$ cat src/rtl/hamming_minmax_engine_if.sv
// Bus bundle for hamming_minmax_engine: start/done handshake, memory read port and results.
// The pair-index signals exist only when HAM_PAIR_IDX_EN is defined.
interface hamming_minmax_engine_if #(
  parameter int WIDTH = 16,
  parameter int DEPTH = 32,
  parameter int AW    = 8
);
  localparam int DW = $clog2(WIDTH + 1);

  logic             start;
  logic             done;
  logic             mem_rd_en;
  logic [AW-1:0]    mem_addr;
  logic [WIDTH-1:0] mem_rdata;
  logic [DW-1:0]    min_dist;
  logic [DW-1:0]    max_dist;

`ifdef HAM_PAIR_IDX_EN
  localparam int IW = $clog2(DEPTH);
  logic [IW-1:0]    min_idx_a;
  logic [IW-1:0]    min_idx_b;
  logic [IW-1:0]    max_idx_a;
  logic [IW-1:0]    max_idx_b;

  modport master (
    input  start, mem_rdata,
    output done, mem_rd_en, mem_addr, min_dist, max_dist,
           min_idx_a, min_idx_b, max_idx_a, max_idx_b
  );
  modport slave (
    output start, mem_rdata,
    input  done, mem_rd_en, mem_addr, min_dist, max_dist,
           min_idx_a, min_idx_b, max_idx_a, max_idx_b
  );
`else
  modport master (
    input  start, mem_rdata,
    output done, mem_rd_en, mem_addr, min_dist, max_dist
  );
  modport slave (
    output start, mem_rdata,
    input  done, mem_rd_en, mem_addr, min_dist, max_dist
  );
`endif
endinterface

$ cat src/rtl/hamming_minmax_engine.sv
// Min/max pairwise Hamming distance over DEPTH operands read from an external memory.
// Optional feature macro HAM_PAIR_IDX_EN adds the index pair behind each extreme.
module hamming_minmax_engine #(
  parameter int WIDTH = 16,
  parameter int DEPTH = 32,
  parameter int AW    = 8,
  parameter int BASE  = 0
) (
  input  logic                  clk,
  input  logic                  rst_n,
  hamming_minmax_engine_if.master bus
);
  localparam int IW = $clog2(DEPTH);
  localparam int DW = $clog2(WIDTH + 1);

  typedef enum logic [2:0] {IDLE, RD_A, STREAM, DRAIN, DONE} state_t;

  state_t           state_reg;
  logic             start_q;
  logic [IW-1:0]    j_reg;
  logic [IW-1:0]    k_reg;
  logic             drain_reg;
  logic             a_pend_reg;
  logic             b_vld_reg;
  logic             d_vld_reg;
  logic [WIDTH-1:0] a_reg;
  logic [DW-1:0]    dist_reg;
  logic [WIDTH-1:0] diff;
  logic [DW-1:0]    dist_next;
`ifdef HAM_PAIR_IDX_EN
  logic [IW-1:0]    bj_reg, bk_reg, dj_reg, dk_reg;
`endif

  for (genvar gi = 0; gi < WIDTH; gi++) begin : g_diff
    assign diff[gi] = a_reg[gi] ^ bus.mem_rdata[gi];
  end

  always_comb begin
    dist_next = '0;
    for (int i = 0; i < WIDTH; i++) begin
      dist_next = dist_next + DW'(diff[i]);
    end
  end

  always_ff @(posedge clk or negedge rst_n) begin
    if (!rst_n) begin
      state_reg     <= IDLE;
      start_q       <= 1'b0;
      j_reg         <= '0;
      k_reg         <= '0;
      drain_reg     <= 1'b0;
      a_pend_reg    <= 1'b0;
      b_vld_reg     <= 1'b0;
      d_vld_reg     <= 1'b0;
      a_reg         <= '0;
      dist_reg      <= '0;
      bus.done      <= 1'b0;
      bus.mem_rd_en <= 1'b0;
      bus.mem_addr  <= '0;
      bus.min_dist  <= DW'(WIDTH);
      bus.max_dist  <= '0;
`ifdef HAM_PAIR_IDX_EN
      bj_reg        <= '0;
      bk_reg        <= '0;
      dj_reg        <= '0;
      dk_reg        <= '0;
      bus.min_idx_a <= '0;
      bus.min_idx_b <= '0;
      bus.max_idx_a <= '0;
      bus.max_idx_b <= '0;
`endif
    end else begin
      case (state_reg)
        IDLE: begin
          start_q       <= bus.start;
          bus.done      <= 1'b0;
          bus.mem_rd_en <= 1'b0;
          a_pend_reg    <= 1'b0;
          b_vld_reg     <= 1'b0;
          d_vld_reg     <= 1'b0;
          if (start_q && !bus.start) begin
            bus.min_dist  <= DW'(WIDTH);
            bus.max_dist  <= '0;
            j_reg         <= '0;
            bus.mem_rd_en <= 1'b1;
            bus.mem_addr  <= AW'(BASE);
            state_reg     <= RD_A;
`ifdef HAM_PAIR_IDX_EN
            // Seed with the first pair so a never-beaten extreme still names (0,1).
            bus.min_idx_a <= '0;
            bus.min_idx_b <= IW'(1);
            bus.max_idx_a <= '0;
            bus.max_idx_b <= IW'(1);
`endif
          end
        end

        RD_A, STREAM, DRAIN: begin
          if (bus.start) begin
            state_reg     <= IDLE;
            bus.mem_rd_en <= 1'b0;
            a_pend_reg    <= 1'b0;
            b_vld_reg     <= 1'b0;
            d_vld_reg     <= 1'b0;
          end else begin
            // Pipeline: read -> capture A / present B -> register dist -> compare.
            a_pend_reg <= (state_reg == RD_A);
            b_vld_reg  <= (state_reg == STREAM);
            d_vld_reg  <= b_vld_reg;
            dist_reg   <= dist_next;
            if (a_pend_reg) begin
              a_reg <= bus.mem_rdata;
            end
`ifdef HAM_PAIR_IDX_EN
            bj_reg <= j_reg;
            bk_reg <= k_reg;
            dj_reg <= bj_reg;
            dk_reg <= bk_reg;
`endif
            if (d_vld_reg && (dist_reg < bus.min_dist)) begin
              bus.min_dist  <= dist_reg;
`ifdef HAM_PAIR_IDX_EN
              bus.min_idx_a <= dj_reg;
              bus.min_idx_b <= dk_reg;
`endif
            end
            if (d_vld_reg && (dist_reg > bus.max_dist)) begin
              bus.max_dist  <= dist_reg;
`ifdef HAM_PAIR_IDX_EN
              bus.max_idx_a <= dj_reg;
              bus.max_idx_b <= dk_reg;
`endif
            end

            if (state_reg == RD_A) begin
              k_reg        <= j_reg + IW'(1);
              bus.mem_addr <= AW'(BASE) + AW'(j_reg) + AW'(1);
              state_reg    <= STREAM;
            end else if (state_reg == STREAM) begin
              if (k_reg == IW'(DEPTH - 1)) begin
                if (j_reg == IW'(DEPTH - 2)) begin
                  bus.mem_rd_en <= 1'b0;
                  drain_reg     <= 1'b0;
                  state_reg     <= DRAIN;
                end else begin
                  j_reg        <= j_reg + IW'(1);
                  bus.mem_addr <= AW'(BASE) + AW'(j_reg) + AW'(1);
                  state_reg    <= RD_A;
                end
              end else begin
                k_reg        <= k_reg + IW'(1);
                bus.mem_addr <= AW'(BASE) + AW'(k_reg) + AW'(1);
              end
            end else begin
              drain_reg <= 1'b1;
              if (drain_reg) begin
                state_reg <= DONE;
              end
            end
          end
        end

        DONE: begin
          if (bus.start) begin
            state_reg <= IDLE;
          end else begin
            bus.done <= 1'b1;
          end
        end

        default: state_reg <= IDLE;
      endcase
    end
  end
endmodule

$ cat src/flat_wrapper.sv
// flat-port wrapper written by rule: the top's interface ports become plain ports
module hamming_minmax_engine_flat 
#(
  parameter int WIDTH = 16,
  parameter int DEPTH = 32,
  parameter int AW    = 8,
  parameter int BASE  = 0
)
  (clk, rst_n, bus_start, bus_mem_rdata, bus_done, bus_mem_rd_en, bus_mem_addr, bus_min_dist, bus_max_dist);
  hamming_minmax_engine_if #(.WIDTH(WIDTH), .DEPTH(DEPTH), .AW(AW)) bus_i ();
  input  logic clk;
  input  logic rst_n;
  input wire logic [$bits(bus_i.start)-1:0] bus_start;
  input wire logic [$bits(bus_i.mem_rdata)-1:0] bus_mem_rdata;
  output wire logic [$bits(bus_i.done)-1:0] bus_done;
  output wire logic [$bits(bus_i.mem_rd_en)-1:0] bus_mem_rd_en;
  output wire logic [$bits(bus_i.mem_addr)-1:0] bus_mem_addr;
  output wire logic [$bits(bus_i.min_dist)-1:0] bus_min_dist;
  output wire logic [$bits(bus_i.max_dist)-1:0] bus_max_dist;
  assign bus_i.start = bus_start;
  assign bus_i.mem_rdata = bus_mem_rdata;
  assign bus_done = bus_i.done;
  assign bus_mem_rd_en = bus_i.mem_rd_en;
  assign bus_mem_addr = bus_i.mem_addr;
  assign bus_min_dist = bus_i.min_dist;
  assign bus_max_dist = bus_i.max_dist;
  hamming_minmax_engine #(.WIDTH(WIDTH), .DEPTH(DEPTH), .AW(AW), .BASE(BASE)) u_core (.clk(clk), .rst_n(rst_n), .bus(bus_i));
endmodule
$ cat config.mk
export PLATFORM = sky130hd
export DESIGN_NAME = hamming_minmax_engine_flat
export DESIGN_NICKNAME = d
export VERILOG_FILES = /design/src/rtl/hamming_minmax_engine_if.sv /design/src/rtl/hamming_minmax_engine.sv /design/src/flat_wrapper.sv
export SDC_FILE = /design/constraint.sdc
export NUM_CORES = 1
export LEC_CHECK = 0
export ABC_AREA = 1
export CAP_MARGIN = 15
export CORE_MARGIN = 2
export CORE_UTILIZATION = 35
export CTS_CLUSTER_DIAMETER = 80
export DETAILED_ROUTE_END_ITERATION = 12
export HOLD_SLACK_MARGIN = 0.05
export PLACE_DENSITY = 0.55
export SETUP_SLACK_MARGIN = 0.15
export SLEW_MARGIN = 0
export SYNTH_ARGS = -nofsm -noshare
export SYNTH_HDL_FRONTEND = slang
export SYNTH_SLANG_ARGS = --single-unit
export TNS_END_PERCENT = 10
$ cat constraint.sdc
create_clock -name clk -period 4.2 [get_ports clk]
set_clock_uncertainty 0.2 [all_clocks]
set_input_delay 0.84 -clock clk [delete_from_list [all_inputs] [get_ports clk]]
set_output_delay 0.84 -clock clk [all_outputs]
set_load 0.005 [all_outputs]
; ---- Yosys cells after proc, flatten, opt, wreduce, memory -nomap -nowiden
; Cells that the tools add are included.
[word_totals]
ff_bits = 59
inputBits = 19
output_inout_bits = 20
wordCells = 150
[classes]
n_addsub = 19
n_lt_le_gt_ge = 2
eq_ne = 27
mux = 49
n_bitwise = 18
reduce_logical = 20
[ops]
columns = operator, count
row1 = 5-bit by 1-bit adder with 5-bit output, 14
row2 = 5-bit 2-to-1 mux, 14
row3 = 8-bit 2-to-1 mux, 6
row4 = 5-bit one-hot mux with 2 select lines, 3
row5 = 3-bit 2-to-1 mux, 7
row6 = 8-bit one-hot mux with 2 select lines, 1
row7 = 4-bit AND reduction, 4
row8 = 1-bit bitwise XOR, 16
row9 = 5-bit AND reduction, 3
row10 = 2-bit inequality test (second input constant), 7
row11 = 5-bit by 1-bit adder with 6-bit output (second input constant), 2
row12 = 2-bit by 1-bit inequality test with 1-bit output (second input constant), 6
row13 = 1-bit 2-to-1 mux, 11
row14 = 5-bit by 1-bit adder with 5-bit output (second input constant), 2
row15 = 5-bit equality test (second input constant), 2
row16 = 1-bit one-hot mux with 2 select lines, 5
row17 = 3-bit by 2-bit inequality test with 1-bit output (second input constant), 3
row18 = 3-bit one-hot mux with 3 select lines, 1
row19 = 7-bit AND reduction, 1
row20 = 3-bit by 2-bit equality test with 1-bit output (second input constant), 2
row21 = 2-bit nonzero test, 3
row22 = 5-bit > comparator, 1
row23 = 5-bit less-than comparator, 1
row24 = 5-bit by 2-bit inequality test with 1-bit output (second input constant), 1
row25 = 15 further kinds, 19

; ---- Depth between registers and ports, before layout
; Gate-level depths: netlist of run 1.
[depth]
word_depth = 16
ltp_mapped = 16
mapped_depth_nobuf = 16

; ---- Worst setup path before layout of run 1
; No wires, ideal clock.
[synth_path]
kind = input -> register
start = input bus_mem_rdata[0]
end = register u_core.dist_reg[2]
setup_ns = 0.121
arrival_time_ns = 4.425
required_ns = 3.879
slack_ns = -0.546
cell_stages = 13
cell_sequence = xor2_1 ha_1 fa_1 fa_1 fa_1 inv_1 fa_1 fa_1 inv_1 fa_1 or2_2 nand3_1 o21ai_1
[synth_via]
elab_chain_cells = 16
[synth_lines]
columns = element, line
row1 = start: declaration, flat_wrapper.sv:14  ; input wire logic [$bits(bus_i.mem_rdata)-1:0] bus_mem_rdata;
row2 = 1-bit bitwise XOR, hamming_minmax_engine.sv:35  ; assign diff[gi] = a_reg[gi] ^ bus.mem_rdata[gi];
row3 = 1-bit by 1-bit adder with 2-bit output, hamming_minmax_engine.sv:41  ; dist_next = dist_next + DW'(diff[i]);
row4 = 5-bit by 1-bit adder with 5-bit output (14 in a row), hamming_minmax_engine.sv:41
row5 = end signal: assignment, hamming_minmax_engine.sv:110  ; dist_reg <= dist_next;
row6 = end: declaration, hamming_minmax_engine.sv:27  ; logic [DW-1:0] dist_reg;
; No other way between the ends.
; A chain may end at the register's enable or synchronous reset.

; ---- Worst setup path in the final report of run 1
[layout_path]
start = input bus_mem_rdata[1]
end = register u_core.dist_reg[2]
; Same word-level chain as after synthesis.

==> run metrics, run 1 <==
outcome finished with violations; failing checks negative setup slack; worst hold path cell count 2; RR Endpoint u_core.dist_reg[2]$_DFFE_PN0P_; hold buffers post-CTS 0; register area 0.00143 sq mm; flops & latches, synth 57; CTS sink count 57; io pins 39; max cap viols 0; Slew headroom between 40% and 50%; worst-case reg-to-reg path depth 13; CTS Buf Count 9; final setup vio count 3; Fillers about 1000; CTS tree yes; via count approximately 2.7k; routability cong. 0.812; grt ovf 0; floorplan row count 36; HP Class register to register; first-pass GRT wire length 11.8 mm; Antenna diodes 0; Total Wirelength ~6.9 mm; Vias per Instance around 4.5; Post-Syn Area 0.00343 sq mm; PortBufs 36; Final Hold Fails 0; Slew Limit Fails 0; die footprint about 0.011 sq mm; DRT Pass-1 Iters 4; Synth cell types 32; Clock transition at path regs 70 ps; FF-to-FF Start u_core.a_reg[1]$_DFFE_PN0P_; cells after synthesis 421; total track usage 14.1%; critical path startpoint category primary input; fin area 0.00414 sq mm; crit-path max FO 2; Largest register FFs 16; layout net count 508; RSZ-0062 raised after global routing yes; Arr. time, crit path ~4300 ps; Post-Syn Area per Cell 8.15 sq um; PnR worst setup slack -68.1 ps; number of global-route vias before repair about 2.5k; DRC 0; DPL Wire Length 5.18 mm; r2r setup slk roughly 70 ps; Post-DP Area a little under 0.004 sq mm; Die Ht 103 um; Post-Place Setup Slack -806 ps; Layout area overhead 20.5%; endpoint of the worst hold path u_core.bus.mem_rd_en$_DFFE_PN0P_; CP Class primary input to register; root buf cell clkbuf_8; warning count from the yosys run 0; multi-input logic area 0.00179 sq mm; post-route antenna net violation count 0; H-tree Lvls 3; Worst-Margin Slew roughly 810 ps; Finished Core Util 42.9%; CTS Buffer Depth 2; area of the core 0.00964 sq mm; HP Start u_core.bus.mem_rd_en$_DFFE_PN0P_; final worst path period share 102%; share of cells above drive strength 1 11.2%; setup TNS -153 ps; Tmin final 4270 ps; Seq/Total Area, Yosys 41.6%; DR iter-0 viols 145; Worst EP required 4210 ps; Worst Setup End Kind register; drt wl/cell 11.6 um; Starting Density 35.6%; Die X between 100 and 150 um; largest net degree at the start of global routing 36; initial antenna violation count 0; fmax 234 MHz; Worst-Skew Late Latency 330 ps
[critical path, stage by stage]
cell and delay, ps:
buf_6 100, xor2_2 130, ha_1 300, fa_1 500, fa_1 430, fa_1 490, inv_1 50, fa_1 500
fa_2 200, inv_2 50, fa_2 350, or2_4 240, nand3_2 50, o21ai_1 60
[repair_timing]
action,4_1_cts,5_1_grt
resized for setup,16,4
setup buffers,0,0
pin swaps,15,7
setup endpoints to repair,5,5
[per-layer routing]
layer  track usage (%)  wire, um
met1              20.9      3570
met2              20.7      3030
met3              2.64       223
met4              4.86       102
met5                 0         0
[synth_stat cells]
library cell	instances	share of area (%)
a21oi_1	8	1.2
buf_1	1	0.11
buf_2	3	0.44
buf_4	5	1.1
buf_6	1	0.33
clkbuf_1	1	0.11
conb_1	1	0.11
dfrtp_1	56	41
dfstp_2	1	0.77
fa_1	10	5.8
ha_1	18	6.6
inv_1	43	4.7
inv_2	6	0.66
nand2_1	130	14
nand2_2	7	1.3
nand2_4	1	0.33
nand3_1	42	6.1
nand3_2	1	0.29
nand4_1	3	0.55
nor2_1	18	2.0
nor2_2	3	0.55
nor2_4	1	0.33
nor3_1	1	0.15
nor3b_1	1	0.22
o211a_1	1	0.29
o21a_1	1	0.22
o21ai_0	20	2.9
o21ai_1	11	1.6
o22ai_1	2	0.36
or2_2	3	0.55
xnor2_1	5	1.3
xor2_1	16	4.1
[cells in the final DEF, fill, tap and decap left out, drive strengths merged]
master and n:
nor3b 1, nor2 22, ha 18, clkinvlp 2
nand4 3, clkbuf 11, bufinv 1, xor2 16
or2 3, clkinv 2, a21oi 8, clkdlybuf4s50 28
conb 2, nand3 43, o211a 1, inv 49
o21a 1, nor3 1, o21ai 31, buf 6
dfstp 1, dfrtp 56, dlygate4sd2 5, fa 10
nand2 138, o22ai 2, xnor2 5
[layout make-up]
cell class / count / share of cell area [%]
clock buffers: 11 / 3.42
clock inverters: 5 / 1.33
inverters: 49 / 4.45
multi-input cells: 305 / 43.2
flip-flops and latches: 57 / 34.5
well taps: 133 / 4.02
repair buffers: 39 / 9.05
[cell families after synthesis]
group	after synthesis	share of synthesized area [%]
flops	57	41.6
buf+inv	60	7.44
simple gates	211	26.5
other cells	1	0.109
compound gates	43	6.56
xor+xnor	21	5.36
fa+ha+maj	28	12.4
[worst max-delay path by stage]
stage,start,slack (ps),end,cells past startpoint
2_1_floorplan,bus_mem_rdata[1],-220,u_core.dist_reg[2]$_DFFE_PN0P_,13
3_3_place_gp,bus_mem_rdata[1],-790,u_core.dist_reg[2]$_DFFE_PN0P_,14
3_5_place_dp,bus_mem_rdata[1],-810,u_core.dist_reg[2]$_DFFE_PN0P_,14
4_1_cts,bus_mem_rdata[0],-290,u_core.dist_reg[1]$_DFFE_PN0P_,13
5_1_grt,bus_mem_rdata[1],-180,u_core.dist_reg[1]$_DFFE_PN0P_,13
6_report,bus_mem_rdata[1],-70,u_core.dist_reg[2]$_DFFE_PN0P_,14
[stage by stage]
stage,hold WS (ps),std cells
after CTS,290,599
after global placement,261,583
after global routing,307,599
after floorplan,253,422
after detailed placement,264,583
final,291,599
Power of run 1 is left out: the tool's default activity adds up to more than one toggle a clock period on the data nets, which glitch-free logic cannot reach.
==> run 2: changes to the inputs <==
- HOLD_SLACK_MARGIN: 0.05 -> unset
==> results of run 2 <==
The final DEF is identical to that of run 1; final timing and power are the same.
Power of run 2 is left out for the same reason.
